`src/rtl/sdram_arb_pkg.sv`:
```
// Shared types and constants for the three-port SDRAM arbiter.
// Port indices name the requesters; the helper advances the round-robin pointer.
package sdram_arb_pkg;

    localparam int NPORTS = 3;

    localparam logic [1:0] P_68K = 2'd0;
    localparam logic [1:0] P_Z80 = 2'd1;
    localparam logic [1:0] P_GFX = 2'd2;

    typedef enum logic [2:0] {
        INIT,
        IDLE,
        ISSUE,
        GUARD,
        WAIT
    } state_t;

    function automatic logic [1:0] next_port(input logic [1:0] p);
        case (p)
            P_68K:   return P_Z80;
            P_Z80:   return P_GFX;
            default: return P_68K;
        endcase
    endfunction

endpackage

```
`src/rtl/rr_pick3.sv`:
```
// Combinational round-robin picker: first set request at or after ptr, wrapping mod 3.
module rr_pick3
    import sdram_arb_pkg::*;
(
    input  logic [NPORTS-1:0] req,
    input  logic [1:0]        ptr,
    output logic              valid,
    output logic [1:0]        idx
);

    always_comb begin
        logic [2:0] cand;
        // NOTE: every output gets a default before the scan so no path leaves a latch.
        valid = 1'b0;
        idx   = 2'd0;
        cand  = 3'd0;
        for (int k = 0; k < NPORTS; k++) begin
            cand = {1'b0, ptr} + 3'(k);
            if (cand >= 3'(NPORTS)) begin
                cand = cand - 3'(NPORTS);
            end
            if (!valid && req[cand[1:0]]) begin
                valid = 1'b1;
                idx   = cand[1:0];
            end
        end
    end

endmodule

```
`src/rtl/sdram_port_arb.sv`:
```
// Round-robin arbiter serialising three requesters onto the edge-triggered SDRAM
// controller rd/we interface, with a post-issue guard window and a WAIT watchdog.
module sdram_port_arb
    import sdram_arb_pkg::*;
#(
    parameter int AW        = 25,
    parameter int GUARD_CYC = 2,
    parameter int TMO_CYC   = 255
) (
    input  logic                 clk,
    input  logic                 nRESET,
    input  logic [NPORTS-1:0]    req,
    input  logic [NPORTS-1:0]    req_we,
    input  logic [NPORTS*AW-1:0] req_addr,
    input  logic [NPORTS*16-1:0] req_din,
    input  logic [NPORTS*2-1:0]  req_wtbt,
    output logic [15:0]          rsp_dout,
    output logic [NPORTS-1:0]    ack,
    output logic                 err,
    output logic [AW-1:0]        sd_addr,
    output logic [15:0]          sd_din,
    output logic [1:0]           sd_wtbt,
    output logic                 sd_rd,
    output logic                 sd_we,
    input  logic [15:0]          sd_dout,
    input  logic                 sd_ready
);

    localparam int TW = $clog2(TMO_CYC + 1);

    state_t            state;
    state_t            state_nxt;
    logic [1:0]        g;
    logic [1:0]        rr_ptr;
    logic              we_g;
    logic [2:0]        guard;
    logic [TW-1:0]     tmo;
    logic              tmo_hit;
    logic [NPORTS-1:0] req_live;
    logic              pick_valid;
    logic [1:0]        pick_idx;
    logic [NPORTS-1:0] ack_g;

    // A port whose ack is high this cycle may still hold req; it is not a new request yet.
    assign req_live = req & ~ack;
    assign tmo_hit  = (tmo == TW'(TMO_CYC - 1));

    always_comb begin
        ack_g    = '0;
        ack_g[g] = 1'b1;
    end

    rr_pick3 u_pick (
        .req   (req_live),
        .ptr   (rr_ptr),
        .valid (pick_valid),
        .idx   (pick_idx)
    );

    always_ff @(posedge clk) begin
        if (!nRESET) begin
            state <= INIT;
        end else begin
            state <= state_nxt;
        end
    end

    always_comb begin
        state_nxt = state;
        case (state)
            INIT:    if (sd_ready) state_nxt = IDLE;
            IDLE:    if (pick_valid) state_nxt = ISSUE;
            ISSUE:   state_nxt = GUARD;
            GUARD:   if (guard == 3'd0) state_nxt = WAIT;
            WAIT:    if (sd_ready || tmo_hit) state_nxt = IDLE;
            default: state_nxt = INIT;
        endcase
    end

    // NOTE: all state below uses <= so every branch sees pre-edge values of its peers.
    always_ff @(posedge clk) begin
        if (!nRESET) begin
            sd_rd    <= 1'b0;
            sd_we    <= 1'b0;
            ack      <= '0;
            err      <= 1'b0;
            rsp_dout <= 16'h0000;
            sd_addr  <= '0;
            sd_din   <= 16'h0000;
            sd_wtbt  <= 2'b00;
            rr_ptr   <= P_68K;
            g        <= P_68K;
            we_g     <= 1'b0;
            guard    <= 3'd0;
            tmo      <= '0;
        end else begin
            sd_rd <= 1'b0;
            sd_we <= 1'b0;
            ack   <= '0;
            case (state)
                IDLE: begin
                    if (pick_valid) begin
                        g       <= pick_idx;
                        we_g    <= req_we[pick_idx];
                        sd_addr <= req_addr[int'(pick_idx)*AW +: AW];
                        sd_din  <= req_din[int'(pick_idx)*16 +: 16];
                        sd_wtbt <= req_wtbt[int'(pick_idx)*2 +: 2];
                        // Strobe is registered here so it is high for exactly the ISSUE cycle.
                        sd_rd   <= ~req_we[pick_idx];
                        sd_we   <= req_we[pick_idx];
                    end
                end
                ISSUE: begin
                    guard <= 3'(GUARD_CYC - 1);
                    tmo   <= '0;
                end
                GUARD: begin
                    if (guard != 3'd0) begin
                        guard <= guard - 3'd1;
                    end
                end
                WAIT: begin
                    if (sd_ready) begin
                        if (!we_g) begin
                            rsp_dout <= sd_dout;
                        end
                        ack    <= ack_g;
                        rr_ptr <= next_port(g);
                    end else if (tmo_hit) begin
                        err      <= 1'b1;
                        rsp_dout <= 16'hFFFF;
                        ack      <= ack_g;
                        rr_ptr   <= next_port(g);
                    end else begin
                        tmo <= tmo + TW'(1);
                    end
                end
                default: ;
            endcase
        end
    end

endmodule
```
`config.mk`:
```
export PLATFORM = sky130hd
export DESIGN_NAME = sdram_port_arb
export DESIGN_NICKNAME = d
export VERILOG_FILES = /design/src/rtl/sdram_arb_pkg.sv /design/src/rtl/rr_pick3.sv /design/src/rtl/sdram_port_arb.sv
export SDC_FILE = /design/constraint.sdc
export NUM_CORES = 1
export LEC_CHECK = 0
export BUFFER_PORTS_ARGS = -buffer_cell sky130_fd_sc_hd__buf_2
export CAP_MARGIN = 20
export CORE_ASPECT_RATIO = 0.75
export CORE_UTILIZATION = 25
export DETAILED_ROUTE_END_ITERATION = 10
export PLACE_DENSITY = 0.48
export SLEW_MARGIN = 20
export SYNTH_ARGS = -nofsm -noshare
export SYNTH_HDL_FRONTEND = slang
export SYNTH_SLANG_ARGS = --single-unit
```
`constraint.sdc`:
```
create_clock -name clk -period 7.38 [get_ports clk]
set_clock_uncertainty 0.15 [all_clocks]
set_input_delay 1.476 -clock clk [delete_from_list [all_inputs] [get_ports clk]]
set_output_delay 1.476 -clock clk [all_outputs]
set_load 0.02 [all_outputs]
```
==> impl_results.md, run 1 <==
- Largest cells by area after synthesis: dfxtp_1 41%, mux2i_1 11%, a32oi_1 9.1%
- Later-pin clock latency in the skew report: 340 ps
- Gate Count Post-Synth: 451
- Avg Inst Size Synth: 9.14 µm²
- Worst-path fanout max: 53
- Final Critical Period: 3950 ps
- Arrival time at the worst endpoint: 4060 ps
- Largest family of logic cells by synthesized area: compound AO/OA/AOI/OAI gates
- First drt pass iteration count: 5
- Final Util: 35.4%
- Placer congestion estimate: 0.769
- Worst min path class: reg2reg
- Most frequent cells in the layout: 218 x buf_2, 84 x dfxtp_1, 44 x mux2i_1, 43 x a32oi_1, 37 x nor2_1
- Total grt overflow: 0
- Share of layout cells above drive strength 1: 37.8%
- Hpwl dp: 9.67 mm
- Vias per inst: 4.91
- Initial Util: 25.6%
- Final non-filler cell total: 866
- Hold-fix buffers, CTS: 0
- Max-cap viol count: 0
- Synth cell types: 54
- Synth Area in Compound Gates: 25.5%
- GRT Overall Usage: 15.6%
- Clk sinks: 84
- Post_cts resized: 0
- CP Class: in2reg
- Worst-case clock buffer depth: 2
- Register clock-pin slew on the reported worst setup and hold paths: 60 ps
- Largest area contributor in the netlist: dfxtp_1
- DRC errors left: 0
- Max-Slew Margin vs Limit: 45.6%
- Global-route wire length before repair: 20.7 mm
- Syn nets: 612
- Core area: 16100 µm²
- Final worst-path cycle share: 53.5%
- Adder-Cell Fraction of Synth Area: 2.37%
- Synth Warn #: 0
- Routed len/inst: 15.3 µm
- Post-synthesis mux area share: 11.0%
- Critical Path Sink Type: flop
- Vias in the first global route: 4046
- Worst VDD drop: 0.0000939 V
- Post-synthesis simple-gate area fraction: 13.0%
- TNS Setup: 0 ps
- Status: finished clean
- Post-Synth XOR/XNOR Area: 1.28%
- Number of synthesized flops with an enable pin: 0
- Number of setup buffers added after CTS: 0
- Iter 0 DRT Violations: 262
- Final setup viols: 0
- Most common library cell in the layout ignoring fill and taps: buf_2
- Dpl ws: 2840 ps
- Sequential element share of the synthesized area: 40.8%
- Post-synth top flop: dfxtp_1
- Initial antenna violation count: 0
- Fin. max-slew vios: 0
- Post-synthesis sequential element count: 84
- Largest net degree at the start of global routing: 54
- Leak pwr: 0.00269 µW
- IO Count: 219
- CP Launch Type: primary input
- WL final: 13.3 mm
- Final antenna-violating net count: 0
- Chip Width: 150 µm
- Die Area: 17000 µm²
- Root Driver: clkbuf_16
- Final Hold Viols: 0
- P&R area growth vs syn: 38.1%
- Max Clock Freq: 253 MHz
- # diodes: 0
- Mapped cell area: 4120 µm²
- Worst setup margin: 3430 ps
- CP required: 7490 ps
- TritonCTS clock tree: yes
- Actual slew at the worst max-slew pin: 810 ps
- Asr flop ratio synth: 0%
- Unrepaired setup endpoints after global routing: false
- # port buffers: 218
- Vias: 4249
- Synth top area share: 40.8%
- Die Span Y: 113 µm
- Final net count: 813
- Cell Pwr Density: 198 nW/µm²
- Row count: 40
- Placed instance count: 849
- Inserted Clock Buffers: 9
- Hold slack: 316 ps
- Layout filler cell count: 1665
- CTS H-tree depth: 3
-- power breakdown --
part / leakage (µW) / switching [µW] / internal [µW]
sequential: 0.000682 / 14.4 / 477
clock: 0.000142 / 184 / 259
combinational: 0.00187 / 111 / 81.2
total: 0.00269 / 309 / 817
-- per-stage QoR --
stage                     area (µm²)  power [µW]
after floorplan                 4120         603
after global placement          5370         689
after detailed placement        5370         691
after CTS                       5650        1150
after global routing            5690        1190
final                           5690        1130
-- path summary, 6_finish.rpt --
kind	startpoint	end	slack (ps)	depth (start not counted)
setup reg to reg	rr_ptr[0]	sd_din[6]	4230	9
setup / recovery	nRESET	sd_addr[6]	3430	7
hold / removal	sd_din[2]	sd_din[2]	320	2
hold reg to reg	sd_din[2]	sd_din[2]	320	2
-- Yosys cell counts, types with 2 or more instances --
library cell / number
nand3_1: 3
and3_1: 3
nand4_1: 3
nand2b_1: 5
a31oi_1: 4
or3b_1: 2
nand2_1: 14
o21ai_1: 27
nor2b_1: 6
a32oi_1: 43
xnor2_1: 2
nor2_1: 37
mux2i_1: 44
nand3b_1: 5
ha_1: 7
or4bb_1: 3
a21oi_1: 17
nor3b_1: 3
nor3_1: 7
inv_1: 25
a311oi_1: 16
dfxtp_1: 84
o21ai_0: 21
and2_1: 2
buf_2: 18
clkbuf_1: 16
xor2_1: 4
a211oi_1: 3
o21a_1: 2
-- state kept, by name, indices dropped and copies added, names as in the netlist --
register  cells
guard         3
rsp_dout     16
sd_wtbt       2
we_g          1
ack           3
sd_din       16
err           1
g             2
sd_addr      25
rr_ptr        2
state         3
tmo           8
sd_we         1
sd_rd         1
-- critical path, cell delays in order --
cell	delay, ps
buf_2	80
buf_4	460
clkinv_1	840
nor2_4	720
buf_16	240
a32oi_1	70
o21ai_0	110
-- cell type report --
class	count	area [µm²]	share of cell area, %
tap	210	263	4.62
sequential	84	1680	29.5
clock inverter	5	53.8	0.945
inverter	26	97.6	1.71
timing repair buffer	224	1160	20.4
multi-input combinational	307	2200	38.7
clock buffer	10	229	4.02
-- cells by family after synthesis --
kind of cell,Yosys count
compound gates,147
xor+xnor,6
fa+ha+maj,8
buf+inv,60
flops,84
mux,45
simple gates,101
-- layer usage --
metal / up-vias / GRT usage [%] / wire length, µm
met5: - / 0 / 0
met1: 1963 / 20.3 / 6180
met3: 12 / 5.04 / 969
met2: 170 / 24.8 / 5960
met4: 0 / 4.04 / 136
li1: 2104 / - / -
Power figures use the tool's default switching activity.
==> run 2, diff against run 1 <==
==> constraint.sdc (replaced) <==
create_clock -name clk -period 3.9 [get_ports clk]
set_clock_uncertainty 0.15 [all_clocks]
set_input_delay 0.78 -clock clk [delete_from_list [all_inputs] [get_ports clk]]
set_output_delay 0.78 -clock clk [all_outputs]
set_load 0.02 [all_outputs]
==> impl_results.md, run 2 (same netlist as run 1, synthesis figures left out) <==
- Hold-fix buffers, CTS: 0 (unchanged)
- Hold slack: 312 ps (was 316 ps)
- Final Hold Viols: 0 (unchanged)
- Final Critical Period: 3150 ps
- Inserted Clock Buffers: 9 (unchanged)
- FF+latch area: 1680 µm² (unchanged)
- Most Crowded Layer GR: met2 (unchanged)
- Initial antenna violation count: 0 (unchanged)
- Largest net degree at the start of global routing: 53 (was 54)
- Die Area: 17000 µm² (unchanged)
- Final worst-path cycle share: 80.7%
- Arrival time at the worst endpoint: 3210 ps (was 4060 ps)
- Dpl ws: 651 ps (was 2840 ps)
- Depth of the worst register-to-register path: 9 (unchanged)
- Die Span Y: 113 µm (unchanged)
- Vias: 4272 (was 4249)
- Register share of total power: 43.6% (about the same)
- Worst setup margin: 754 ps (was 3430 ps)
- Vias in the first global route: 4051 (was 4046)
- Most common library cell in the layout ignoring fill and taps: buf_2 (unchanged)
- Max-Slew Margin vs Limit: 49.3% (was 45.6%)
- WL final: 13.4 mm (was 13.3 mm)
- Register clock-pin slew on the reported worst setup and hold paths: 60 ps (about the same)
- Row count: 40 (unchanged)
- Post_cts resized: 0 (unchanged)
- Later-pin clock latency in the skew report: 340 ps (about the same)
- Placed instance count: 851 (was 849)
- Crit. path cell count: 9 (was 7)
- Total grt overflow: 0 (unchanged)
- Placed cell area: 5380 µm² (was 5370 µm²)
- WHS Path Cells: 2 (unchanged)
- Initial Util: 25.6% (unchanged)
- Core area: 16100 µm² (unchanged)
- Worst VDD drop: 0.000178 V (was 0.0000939 V)
- Worst path cell trace: inv_1, ha_1, or4bb_1, o311ai_1, o2111a_1, nor2_4, buf_4, mux2i_1, o21ai_1 (was buf_2, buf_4, clkinv_1, nor2_4, buf_16, a32oi_1, o21ai_0)
- Worst min path class: reg2reg (unchanged)
- CP required: 3960 ps (was 7490 ps)
- First drt pass iteration count: 5 (unchanged)
- Most frequent cells in the layout: 218 x buf_2, 84 x dfxtp_1, 44 x mux2i_1, 43 x a32oi_1, 37 x nor2_1 (unchanged)
- CP Class: reg2reg (was in2reg)
- Switch share: 27.4% (was 27.5%)
- Routed len/inst: 15.4 µm (was 15.3 µm)
- Largest stage delay on the critical path: 580 ps (was 840 ps)
- Critical path's slowest cell: or4bb_1 (was clkinv_1)
- Largest registers: sd_addr x25, rsp_dout x16, sd_din x16 (unchanged)
- TNS Setup: 0 ps (unchanged)
- M1 GR Usage: 19.9% (was 20.3%)
- Reg-to-reg startpoint: rr_ptr[0] (unchanged)
- Status: finished clean (unchanged)
- TritonCTS clock tree: yes (unchanged)
- Final net count: 814 (was 813)
- CTS H-tree depth: 3 (unchanged)
- GRT Overall Usage: 15.6% (about the same)
- Actual slew at the worst max-slew pin: 761 ps (was 810 ps)
- DRC errors left: 0 (unchanged)
- Hold path start: sd_din[2] (unchanged)
- Sw power: 584 µW (was 309 µW)
- Logic gate share of total power: 17.0% (about the same)
- Critical Path Sink Type: flop (unchanged)
- Max Clock Freq: 318 MHz
- Area occupied by multi-input gates: 2200 µm² (unchanged)
- IO Count: 219 (unchanged)
- Placer congestion estimate: 0.852 (was 0.769)
- GR met2 Demand/Resource: 24.4% (was 24.8%)
- Buf/Inv on CP: 2 (was 4)
- Final instance area: 5690 µm² (about the same)
- CP Launch Type: flop (was primary input)
- Vias per inst: 4.93 (was 4.91)
- Root Driver: clkbuf_16 (unchanged)
- Final non-filler cell total: 867 (was 866)
- Leak pwr: 0.00269 µW (about the same)
- Fin. max-slew vios: 0 (unchanged)
- Layout filler cell count: 1689 (was 1665)
- Global-route wire length before repair: 20.5 mm (was 20.7 mm)
- Final antenna-violating net count: 0 (unchanged)
- # port buffers: 218 (unchanged)
- Max-cap viol count: 0 (unchanged)
- Clk sinks: 84 (unchanged)
- Biggest register: sd_addr (unchanged)
- Final setup viols: 0 (unchanged)
- Hpwl dp: 9.68 mm (was 9.67 mm)
- Pint: 1550 µW (was 817 µW)
- Worst-case clock buffer depth: 2 (unchanged)
- Iter 0 DRT Violations: 274 (was 262)
- Chip Width: 150 µm (unchanged)
- Unrepaired setup endpoints after global routing: false (unchanged)
- Worst-path fanout max: 44 (was 53)
- Cell Pwr Density: 375 nW/µm² (was 198 nW/µm²)
- Clock power share: 39.5% (was 39.4%)
- CP Launch Point: rr_ptr[0] (was nRESET)
- P&R area growth vs syn: 38.2% (was 38.1%)
- Share of layout cells above drive strength 1: 37.7% (was 37.8%)
- Delay-heaviest family, CP: simple AND/OR/NAND/NOR gates (was buffers and inverters)
- # diodes: 0 (unchanged)
- Number of setup buffers added after CTS: 0 (unchanged)
- Largest register FFs: 25 (unchanged)
- Met3 GRT Util: 4.96% (was 5.04%)
run 2: tightest hold or removal path: stages, from the launching register on:
cell,delay (ps)
dfxtp_1,320
a32oi_1,50
o21ai_0,60
run 2: area by class of cell:
cell class / instances / share of cell area, %
Clock inverter: 4 / 0.901
Multi-Input combinational cell: 307 / 38.7
Clock buffer: 11 / 4.09
Sequential cell: 84 / 29.5
Tap cell: 210 / 4.62
Inverter: 26 / 1.71
Timing Repair Buffer: 225 / 20.4
run 2: power groups by stage:
stage / combinational (µW) / clock [µW] / sequential [µW]
global route: 395 / 917 / 935
CTS: 361 / 882 / 929
floorplan: 151 / 0 / 991
global placement: 357 / 0 / 947
finish: 362 / 842 / 929
detailed placement: 360 / 0 / 947
run 2: metrics by stage:
stage                     power [µW]  utilization (%)
after global routing            2250             35.4
final                           2130             35.4
after detailed placement        1310             33.5
after global placement          1300             33.5
after floorplan                 1140                -
after CTS                       2170             35.3
run 2: final timing paths:
path	slack, ps	end
min reg2reg	310	sd_din[2]
max	750	sd_din[6]
min	310	sd_din[2]
max reg2reg	750	sd_din[6]
run 2: metal layers:
layer | share of wire (%) | vias up
met4 | 2.1 | 0
li1 | - | 2097
met2 | 44 | 185
met3 | 7.8 | 16
met5 | 0 | -
met1 | 46 | 1974
==> run 3, diff against run 2 <==
--- a/config.mk
+++ b/config.mk
@@ -5,12 +5,13 @@
 export SDC_FILE = /design/constraint.sdc
 export NUM_CORES = 1
 export LEC_CHECK = 0
+export ABC_AREA = 1
 export BUFFER_PORTS_ARGS = -buffer_cell sky130_fd_sc_hd__buf_2
 export CAP_MARGIN = 20
 export CORE_ASPECT_RATIO = 0.75
 export CORE_UTILIZATION = 25
 export DETAILED_ROUTE_END_ITERATION = 10
-export PLACE_DENSITY = 0.48
+export PLACE_DENSITY = 0.46
 export SLEW_MARGIN = 20
 export SYNTH_ARGS = -nofsm -noshare
 export SYNTH_HDL_FRONTEND = slang
==> constraint.sdc (replaced) <==
create_clock -name clk -period 3.1 [get_ports clk]
set_clock_uncertainty 0.15 [all_clocks]
set_input_delay 0.62 -clock clk [delete_from_list [all_inputs] [get_ports clk]]
set_output_delay 0.62 -clock clk [all_outputs]
set_load 0.02 [all_outputs]
==> impl_results.md, run 3 <==
- Most common library cell in the layout ignoring fill and taps: buf_2 (unchanged)
- Hold-fix buffers, CTS: 0 (unchanged)
- Actual slew at the worst max-slew pin: 661 ps (was 761 ps)
- TNS Setup: 0 ps (unchanged)
- Total grt overflow: 0 (unchanged)
- Worst setup margin: 519 ps (was 754 ps)
- # diodes: 0 (unchanged)
- # port buffers: 218 (unchanged)
- Register clock-pin slew on the reported worst setup and hold paths: 60 ps (about the same)
- Synth top area share: 35.8% (was 40.8%)
- Sequential element share of the synthesized area: 35.8% (was 40.8%)
- Hpwl dp: 10.8 mm (was 9.68 mm)
- Core area: 18500 µm² (was 16100 µm²)
- Most common cell in the netlist: nand2_1 (was dfxtp_1)
- P&R area growth vs syn: 32.9% (was 38.2%)
- Critical Path Sink Type: flop (unchanged)
- Placer congestion estimate: 0.849 (was 0.852)
- Cell Pwr Density: 613 nW/µm² (was 375 nW/µm²)
- Die Area: 19400 µm² (was 17000 µm²)
- Max-Slew Margin vs Limit: 55.9% (was 49.3%)
- Largest area contributor in the netlist: dfxtp_1 (unchanged)
- Fin. max-slew vios: 0 (unchanged)
- Final Critical Period: 2580 ps (was 3150 ps)
- Post_cts resized: 0 (unchanged)
- Final non-filler cell total: 1150 (was 867)
- Die Span Y: 121 µm (was 113 µm)
- Most frequent cells in the layout: 218 x buf_2, 124 x nand2_1, 116 x inv_1, 109 x a21oi_1, 84 x dfxtp_1 (was 218 x buf_2, 84 x dfxtp_1, 44 x mux2i_1, 43 x a32oi_1, 37 x nor2_1)
- CTS H-tree depth: 3 (unchanged)
- Root Driver: clkbuf_16 (unchanged)
- Initial antenna violation count: 0 (unchanged)
- Gate Count Post-Synth: 700 (was 451)
- Number of synthesized flops with an enable pin: 0 (unchanged)
- Initial Util: 25.5% (was 25.6%)
- Worst-path fanout max: 27 (was 44)
- Worst VDD drop: 0.000257 V (was 0.000178 V)
- Global-route wire length before repair: 23.8 mm (was 20.5 mm)
- Iter 0 DRT Violations: 334 (was 274)
- Largest registers: sd_addr x25, rsp_dout x16, sd_din x16 (unchanged)
- Avg Inst Size Synth: 6.71 µm² (was 9.14 µm²)
- Vias in the first global route: 4597 (was 4051)
- Largest net degree at the start of global routing: 67 (was 53)
- Status: finished clean (unchanged)
- Clk sinks: 84 (unchanged)
- Layout filler cell count: 2030 (was 1689)
- Dpl ws: 571 ps (was 651 ps)
- Final worst-path cycle share: 83.3% (was 80.7%)
- Post-synth top flop: dfxtp_1 (unchanged)
- Share of layout cells above drive strength 1: 29.8% (was 37.7%)
- Max-cap viol count: 0 (unchanged)
- Synth cell types: 35 (was 54)
- Chip Width: 160 µm (was 150 µm)
- Number of setup buffers added after CTS: 0 (unchanged)
- Largest cells by area after synthesis: dfxtp_1 36%, a21oi_1 12%, nand2_1 9.9% (was dfxtp_1 41%, mux2i_1 11%, a32oi_1 9.1%)
- IO Count: 219 (unchanged)
- GRT Overall Usage: 15.6% (about the same)
- Worst-case clock buffer depth: 2 (unchanged)
- Worst min path class: reg2reg (unchanged)
- Vias: 5000 (was 4272)
- CP Class: reg2reg (unchanged)
- Later-pin clock latency in the skew report: 340 ps (about the same)
- DRC errors left: 0 (unchanged)
- Arrival time at the worst endpoint: 2710 ps (was 3210 ps)
- CP required: 3230 ps (was 3960 ps)
- Final setup viols: 0 (unchanged)
- Mapped cell area: 4700 µm² (was 4120 µm²)
- CP Launch Type: flop (unchanged)
- Row count: 43 (was 40)
- Leak pwr: 0.00339 µW (was 0.00269 µW)
- Routed len/inst: 13.4 µm (was 15.4 µm)
- Largest register FFs: 25 (unchanged)
- Syn nets: 861 (was 612)
- Synth Warn #: 0 (unchanged)
- Unrepaired setup endpoints after global routing: false (unchanged)
- First drt pass iteration count: 4 (was 5)
- WL final: 15.4 mm (was 13.4 mm)
- Commonest cells post-synth: 124 x nand2_1, 116 x inv_1, 109 x a21oi_1, 84 x dfxtp_1, 64 x nand3_1 (was 84 x dfxtp_1, 44 x mux2i_1, 43 x a32oi_1, 37 x nor2_1, 27 x o21ai_1)
- Post-synthesis sequential element count: 84 (unchanged)
- Biggest register: sd_addr (unchanged)
- TritonCTS clock tree: yes (unchanged)
- Final Hold Viols: 0 (unchanged)
- Placed instance count: 1136 (was 851)
- Final net count: 1061 (was 814)
- Vias per inst: 4.35 (was 4.93)
- Asr flop ratio synth: 0% (unchanged)
- Max Clock Freq: 387 MHz (was 318 MHz)
- Inserted Clock Buffers: 9 (unchanged)
- Final antenna-violating net count: 0 (unchanged)
-- run 3: cell families after synthesis --
| logic type | count (synthesis) | share of synthesized area, % |
|---|---|---|
| compound gates | 187 | 21.1 |
| xor+xnor | 3 | 0.559 |
| fa+ha+maj | 7 | 1.86 |
| buf+inv | 159 | 16.2 |
| flops | 84 | 35.8 |
| simple gates | 260 | 24.4 |
-- run 3: power by group --
part           total, µW  switching (µW)  internal, µW
clock               1250             451           802
sequential          1360            92.9          1270
combinational       1210             787           422
total               3820            1330          2490
-- run 3: per-stage QoR --
step / util (%) / hold WS [ps] / power (µW) / cell area (µm²)
2_1_floorplan: - / 284 / 2210 / 4700
3_3_place_gp: 32.0 / 298 / 2620 / 5910
3_5_place_dp: 32.0 / 305 / 2600 / 5910
4_1_cts: 33.8 / 317 / 3890 / 6240
5_1_grt: 33.8 / 336 / 4070 / 6240
6_report: 33.8 / 312 / 3820 / 6240
-- run 3: path summary, 6_finish.rpt --
| kind | from | end | slack, ps | cells after the start |
|---|---|---|---|---|
| max | rr_ptr[0] | sd_din[14] | 520 | 12 |
| min reg2reg | guard[1] | guard[1] | 310 | 2 |
| max reg2reg | rr_ptr[0] | sd_din[14] | 520 | 12 |
| min | guard[1] | guard[1] | 310 | 2 |
-- run 3: cell type report --
cell class              count  area [µm²]  area share (%)
clock buffers              10         239            3.83
clock inverters             4        98.8            1.58
inverters                 122         458            7.33
multi-input cells         457        2260            36.1
flip-flops and latches     84        1680            26.9
well taps                 247         309            4.95
repair buffers            226        1200            19.2
-- run 3: per-layer routing --
metal | global-route usage, % | vias up | part of all wire, %
li1 | - | 2647 | -
met1 | 21.1 | 2181 | 50
met2 | 23.8 | 157 | 41
met3 | 4.36 | 15 | 6.6
met4 | 5.54 | 0 | 1.7
met5 | 0 | - | 0
-- run 3: critical path: stages, from the launching register on --
cell and delay (ps):
dfxtp_1 370, inv_1 80, ha_1 380, o21ai_0 330
nand2_2 140, nand2_1 100, nor2_2 50, inv_1 60
nand2_2 50, inv_2 300, buf_12 220, o21ai_0 110
a21oi_2 160
